$ cat config.mk
export PLATFORM = sky130hd
export DESIGN_NAME = dcom_buffer_feeder
export DESIGN_NICKNAME = d
export VERILOG_FILES = /design/src/rtl/dcom_feeder_pkg.sv /design/src/rtl/dcom_buffer_feeder.sv
export SDC_FILE = /design/constraint.sdc
export NUM_CORES = 1
export LEC_CHECK = 0
export CAP_MARGIN = 15
export CORE_MARGIN = 2
export CORE_UTILIZATION = 42
export CTS_BUF_LIST = sky130_fd_sc_hd__clkbuf_8 sky130_fd_sc_hd__clkbuf_16
export CTS_CLUSTER_SIZE = 14
export DETAILED_ROUTE_END_ITERATION = 12
export PLACE_DENSITY_LB_ADDON = 0.15
export SYNTH_ARGS = -nofsm -noshare
export SYNTH_HDL_FRONTEND = slang
export SYNTH_SLANG_ARGS = --single-unit
$ cat constraint.sdc
create_clock -name clk50_clk -period 2.2 [get_ports clk50_clk]
set_clock_uncertainty 0.2 [all_clocks]
set_input_delay 0.33 -clock clk50_clk [delete_from_list [all_inputs] [get_ports clk50_clk]]
set_output_delay 0.33 -clock clk50_clk [all_outputs]
set_load 0.01 [all_outputs]
$ cat src/rtl/dcom_feeder_pkg.sv
// Shared types and constants for the DCOM buffer feeder copy engine.
// The FSM enum and default geometry are used by the RTL and the bench.
package dcom_feeder_pkg;

  typedef enum logic [1:0] {
    IDLE    = 2'd0,
    RD_REQ  = 2'd1,
    RD_WAIT = 2'd2,
    WR      = 2'd3
  } state_e;

  localparam int BUF_AW_DEF = 12;
  localparam int DATA_W_DEF = 64;

  localparam int unsigned MAX_LEN_DEF = 1 << BUF_AW_DEF;

  function automatic int unsigned max_len(input int buf_aw);
    return 1 << buf_aw;
  endfunction

endpackage

$ cat src/rtl/dcom_buffer_feeder.sv
// Copies N 64-bit words from DDR2 (Avalon-MM read master) into the DCOM data
// buffer at word addresses 0..N-1 (Avalon-MM write master), one read in flight.
module dcom_buffer_feeder
  import dcom_feeder_pkg::*;
#(
  parameter int MEM_AW         = 32,
  parameter int BUF_AW         = BUF_AW_DEF,
  parameter int DATA_W         = DATA_W_DEF,
  parameter int TIMEOUT_CYCLES = 1024
) (
  input  logic                clk50_clk,
  input  logic                rst_reset_n,
  input  logic                cmd_start_i,
  input  logic [MEM_AW-1:0]   cmd_src_addr_i,
  input  logic [BUF_AW:0]     cmd_length_i,
  input  logic                cmd_abort_i,
  output logic                stat_busy_o,
  output logic                stat_done_o,
  output logic                stat_error_o,
  output logic [BUF_AW:0]     stat_words_o,
  output logic [MEM_AW-1:0]   mem_address_o,
  output logic                mem_read_o,
  input  logic [DATA_W-1:0]   mem_readdata_i,
  input  logic                mem_readdatavalid_i,
  input  logic                mem_waitrequest_i,
  output logic [BUF_AW-1:0]   buf_address_o,
  output logic                buf_write_o,
  output logic [DATA_W-1:0]   buf_writedata_o,
  output logic [DATA_W/8-1:0] buf_byteenable_o,
  input  logic                buf_waitrequest_i
);

  localparam int LEN_W = BUF_AW + 1;
  localparam int TO_W  = $clog2(TIMEOUT_CYCLES + 1);
  localparam logic [LEN_W-1:0] MAX_LEN  = LEN_W'(max_len(BUF_AW));
  localparam logic [TO_W-1:0]  TO_LIMIT = TO_W'(TIMEOUT_CYCLES);

  state_e              state_q, state_d;
  logic [MEM_AW-1:0]   addr_q, addr_d;
  logic [LEN_W-1:0]    remaining_q, remaining_d;
  logic [BUF_AW-1:0]   idx_q, idx_d;
  logic [LEN_W-1:0]    words_q, words_d;
  logic [DATA_W-1:0]   data_q, data_d;
  logic [TO_W-1:0]     timeout_q, timeout_d;
  logic                abort_pend_q, abort_pend_d;
  logic                busy_q, busy_d;
  logic                done_q, done_d;
  logic                error_q, error_d;

  logic                start_legal;
  logic                abort_req;
  logic [TO_W-1:0]     timeout_inc;

  assign start_legal = (cmd_length_i != '0) && (cmd_length_i <= MAX_LEN) &&
                       (cmd_src_addr_i[2:0] == 3'b000);
  assign abort_req   = abort_pend_q | cmd_abort_i;
  assign timeout_inc = timeout_q + TO_W'(1);

  always_ff @(posedge clk50_clk or negedge rst_reset_n) begin
    if (!rst_reset_n) begin
      state_q <= IDLE;
    end else begin
      state_q <= state_d;
    end
  end

  // An accepted read always waits for its data, even under abort, so a stale
  // readdatavalid can never land in a later transfer.
  always_comb begin
    state_d = state_q;
    case (state_q)
      IDLE:    if (cmd_start_i && start_legal) state_d = RD_REQ;
      RD_REQ:  if (!mem_waitrequest_i) state_d = RD_WAIT;
      RD_WAIT: begin
        if (mem_readdatavalid_i)        state_d = abort_req ? IDLE : WR;
        else if (timeout_inc == TO_LIMIT) state_d = IDLE;
      end
      WR:      if (!buf_waitrequest_i)
                 state_d = ((remaining_q == LEN_W'(1)) || abort_req) ? IDLE : RD_REQ;
      default: state_d = IDLE;
    endcase
  end

  always_comb begin
    addr_d       = addr_q;
    remaining_d  = remaining_q;
    idx_d        = idx_q;
    words_d      = words_q;
    data_d       = data_q;
    timeout_d    = timeout_q;
    abort_pend_d = abort_req;
    error_d      = error_q;
    done_d       = 1'b0;
    busy_d       = (state_d != IDLE);
    case (state_q)
      IDLE: begin
        abort_pend_d = 1'b0;
        if (cmd_start_i) begin
          if (start_legal) begin
            addr_d      = cmd_src_addr_i;
            remaining_d = cmd_length_i;
            idx_d       = '0;
            words_d     = '0;
            error_d     = 1'b0;
          end else begin
            error_d     = 1'b1;
          end
        end
      end
      RD_REQ: if (!mem_waitrequest_i) timeout_d = '0;
      RD_WAIT: begin
        if (mem_readdatavalid_i) begin
          if (!abort_req) data_d = mem_readdata_i;
        end else begin
          timeout_d = timeout_inc;
          if (timeout_inc == TO_LIMIT) error_d = 1'b1;
        end
      end
      WR: begin
        if (!buf_waitrequest_i) begin
          words_d     = words_q + LEN_W'(1);
          idx_d       = idx_q + BUF_AW'(1);
          addr_d      = addr_q + MEM_AW'(8);
          remaining_d = remaining_q - LEN_W'(1);
          done_d      = (remaining_q == LEN_W'(1));
        end
      end
      default: ;
    endcase
  end

  always_ff @(posedge clk50_clk or negedge rst_reset_n) begin
    if (!rst_reset_n) begin
      addr_q       <= '0;
      remaining_q  <= '0;
      idx_q        <= '0;
      words_q      <= '0;
      data_q       <= '0;
      timeout_q    <= '0;
      abort_pend_q <= 1'b0;
      busy_q       <= 1'b0;
      done_q       <= 1'b0;
      error_q      <= 1'b0;
    end else begin
      addr_q       <= addr_d;
      remaining_q  <= remaining_d;
      idx_q        <= idx_d;
      words_q      <= words_d;
      data_q       <= data_d;
      timeout_q    <= timeout_d;
      abort_pend_q <= abort_pend_d;
      busy_q       <= busy_d;
      done_q       <= done_d;
      error_q      <= error_d;
    end
  end

  always_comb begin
    mem_read_o       = (state_q == RD_REQ);
    mem_address_o    = addr_q;
    buf_write_o      = (state_q == WR);
    buf_address_o    = idx_q;
    buf_writedata_o  = data_q;
    buf_byteenable_o = '1;
    stat_busy_o      = busy_q;
    stat_done_o      = done_q;
    stat_error_o     = error_q;
    stat_words_o     = words_q;
  end

endmodule

==> flow_summary.json <==
{
  "status": "finished, final reports clean",
  "fin_nets": 1305,
  "clockRootBuffer": "clkbuf_16",
  "h-tree-depth": 4,
  "finalCriticalPeriod_ns": 2.16,
  "dp.cells": 1380,
  "ys_ff_latch": 151,
  "fp.dieH_um": 139,
  "async_flop_share_pct": 100,
  "stdcell_count": 1420,
  "drt_iter0_drc": 497,
  "io_pins": 250,
  "hold_viol": 0,
  "dr.pass1.iters": 5,
  "ys.flop_type": "dfrtp_1",
  "tightest_slew_ns": 0.520,
  "critical_path_class": "reg -> reg",
  "wl_per_cell_um": 16.6,
  "drv_slew": 0,
  "end_kind": "flop",
  "area_delta_synth_final_pct": 54.0,
  "die_w_um": 139,
  "clk_latency_ns": 0.43,
  "maxCapViolCount": 0,
  "clkSlewWorstSetupHoldPaths_ns": 0.06,
  "cp_max_fo": 5,
  "vias_per_cell": 5.30,
  "cellLeakagePower_nw": 5.22,
  "rows": 49,
  "antennaDiodeCount": 0,
  "multi_input_area_sq_um": 3700,
  "hold_ws_ns": 0.137,
  "routed_wl_um": 23600,
  "yosys.area_share.simple_pct": 26.7,
  "vdd_drop_max_uv": 655,
  "start_kind": "flop",
  "min_path_type": "in -> reg",
  "grt_first_pass_wirelength_um": 37700,
  "synth-edff-count": 0,
  "final.period_utilization_pct": 98.1,
  "vias": 7520,
  "worstHoldPathCells": 3,
  "total_power_mw": 14.1,
  "cts-buffers-inserted": 17,
  "syn_avg_cell_area_sq_um": 8.81,
  "worstPathArrival_ns": 2.27,
  "cts.sinks": 151,
  "worst_r2r_path_depth": 6,
  "rsz0062_at_grt": "true",
  "fmax_mhz": 463,
  "drtAntennaViolNets": 0,
  "grt_antenna_before_repair": 0,
  "die-area_sq_um": 19300,
  "synthMuxAreaShare_pct": 0.262,
  "synth-adder-area-share_pct": 1.64,
  "tritoncts": "built",
  "synth_warnings": 0,
  "power_density_nw_per_um2": 1200,
  "clk_path_buf_depth": 2,
  "synth_compound_area_share_pct": 17.0,
  "hpwl_um": 16600,
  "seq_area_frac_synth_pct": 49.5,
  "synth_area_sq_um": 7630,
  "setup_viol": 0,
  "start_util_pct": 42.6,
  "slew_headroom_pct": 65.3,
  "grt-ovfl-total": 0,
  "grt_max_degree": 65,
  "track_usage_pct": 24.3,
  "synth_top_family_by_area": "simple AND/OR/NAND/NOR gates",
  "critPathRequiredTime_ns": 2.32,
  "synthCells": 866,
  "tns_ns": 0,
  "drc": 0,
  "port_buffers": 241,
  "synthXorXnorAreaFrac_pct": 0.689,
  "nFillCells": 1512,
  "ys_types": 64,
  "gp_congestion": 0.824,
  "ff_latch_area_sq_um": 3780,
  "grt_pass1_vias": 7146,
  "drive_gt1_share_pct": 15.3,
  "core_area_sq_um": 17900
}
-- metal layers --
layer  GRT usage, %  share of wire [%]
met5              0                  0
met4           8.88                2.1
met3           5.21                5.7
met2           38.1                 47
met1           33.2                 45
-- Yosys cell counts (4+ instances only) --
| cell | number | share of area (%) |
|---|---|---|
| a21o_1 | 5 | 0.49 |
| a21oi_1 | 41 | 2.7 |
| a22o_1 | 12 | 1.4 |
| a31oi_1 | 10 | 0.82 |
| a41o_1 | 4 | 0.52 |
| a41oi_1 | 6 | 0.69 |
| and2_1 | 9 | 0.74 |
| and3_1 | 10 | 0.82 |
| buf_1 | 7 | 0.34 |
| buf_2 | 10 | 0.66 |
| buf_4 | 10 | 0.98 |
| clkbuf_1 | 24 | 1.2 |
| dfrtp_1 | 151 | 50 |
| ha_1 | 10 | 1.6 |
| inv_1 | 14 | 0.69 |
| nand2_1 | 263 | 13 |
| nand2b_1 | 5 | 0.41 |
| nand3_1 | 33 | 2.2 |
| nand4_1 | 13 | 1.1 |
| nor2_1 | 50 | 2.5 |
| nor3_1 | 14 | 0.92 |
| nor4_1 | 7 | 0.57 |
| nor4_4 | 5 | 1.4 |
| o21a_1 | 9 | 0.89 |
| o21ai_0 | 41 | 2.7 |
| o221a_2 | 6 | 0.89 |
| o221ai_1 | 5 | 0.57 |
| o22a_1 | 9 | 1.0 |
| o22ai_1 | 9 | 0.74 |
| o31ai_1 | 5 | 0.49 |
| o41ai_1 | 4 | 0.46 |
| or3_1 | 7 | 0.57 |
| xnor2_1 | 5 | 0.57 |
-- path summary, 6_finish.rpt --
path	to	start	slack (ns)
max	remaining_q[11]	remaining_q[2]	0.04
min	remaining_q[2]	cmd_length_i[2]	0.14
max reg2reg	remaining_q[11]	remaining_q[2]	0.04
min reg2reg	buf_writedata_o[15]	buf_writedata_o[15]	0.27
max in group asynchronous	state_q[1]	rst_reset_n	0.98
min in group asynchronous	mem_address_o[15]	rst_reset_n	0.19
-- report_power, final --
group | leakage, nW | internal [mW] | switching (mW)
logic | 3.07 | 3.48 | 3.32
clock network | 0.284 | 1.71 | 1.23
registers | 1.86 | 3.65 | 0.718
-- worst max-delay path, cell delays in order (launching register included) --
cell and delay (ns):
dfrtp_1 0.45, nor2_1 0.19, nand4b_1 0.19, or3_1 0.44, nor3_1 0.25, a31oi_1 0.13
o22a_1 0.21
-- state kept, by name, summed over array words and instances, names as in the netlist, 2 cells and up --
| signal | cells |
|---|---|
| timeout_q | 11 |
| remaining_q | 13 |
| buf_address_o | 12 |
| stat_words_o | 13 |
| state_q | 2 |
| buf_writedata_o | 64 |
| mem_address_o | 32 |
-- stage by stage --
stage | utilization, % | cell area (sq um) | setup slack [ns]
6_report | 65.6 | 11700 | 0.0420
5_1_grt | 65.6 | 11700 | -0.0896
4_1_cts | 64.6 | 11600 | -0.00861
3_5_place_dp | 60.9 | 10900 | -0.516
3_3_place_gp | 60.9 | 10900 | -0.472
2_1_floorplan | - | 7690 | 0.00767
-- timing repair --
item | in CTS | in global routing
setup buffers | 2 | 5
cloned | 1 | 0
hold endpoints to repair | 65 | 0
setup endpoints to repair | 48 | 48
hold buffers | 1 | 0
resized for setup | 20 | 33
pin swaps | 7 | 13
-- layout by cell type (no fill, tap or decap), types with 11 or more instances in the layout --
cell	instances
nand2_1	261
clkdlybuf4s50_1	225
dfrtp_1	147
buf_4	80
nor2_1	48
a21oi_1	41
o21ai_0	38
nand3_1	31
clkbuf_16	17
nor3_1	13
nand4_1	13
a22o_1	12
inv_1	11
-- cell families (layout without fill, tap and decap cells) --
logic type,after synthesis,count (layout)
other,1,8
flip-flops,151,151
buffers and inverters,67,385
adder cells (fa/ha/maj),10,10
AND/OR/NAND/NOR,439,439
AO/OA/AOI/OAI,190,190
XOR/XNOR,6,6
multiplexers,2,2
-- layout make-up --
type,instances,share of cell area [%]
clock buffers,18,3.74
clock inverters,13,1.25
inverters,14,0.447
well taps,229,2.44
repair buffers,340,28.4
multi-input cells,655,31.5
flip-flops and latches,151,32.2
Note: power is estimated with default switching activity, not from simulation.
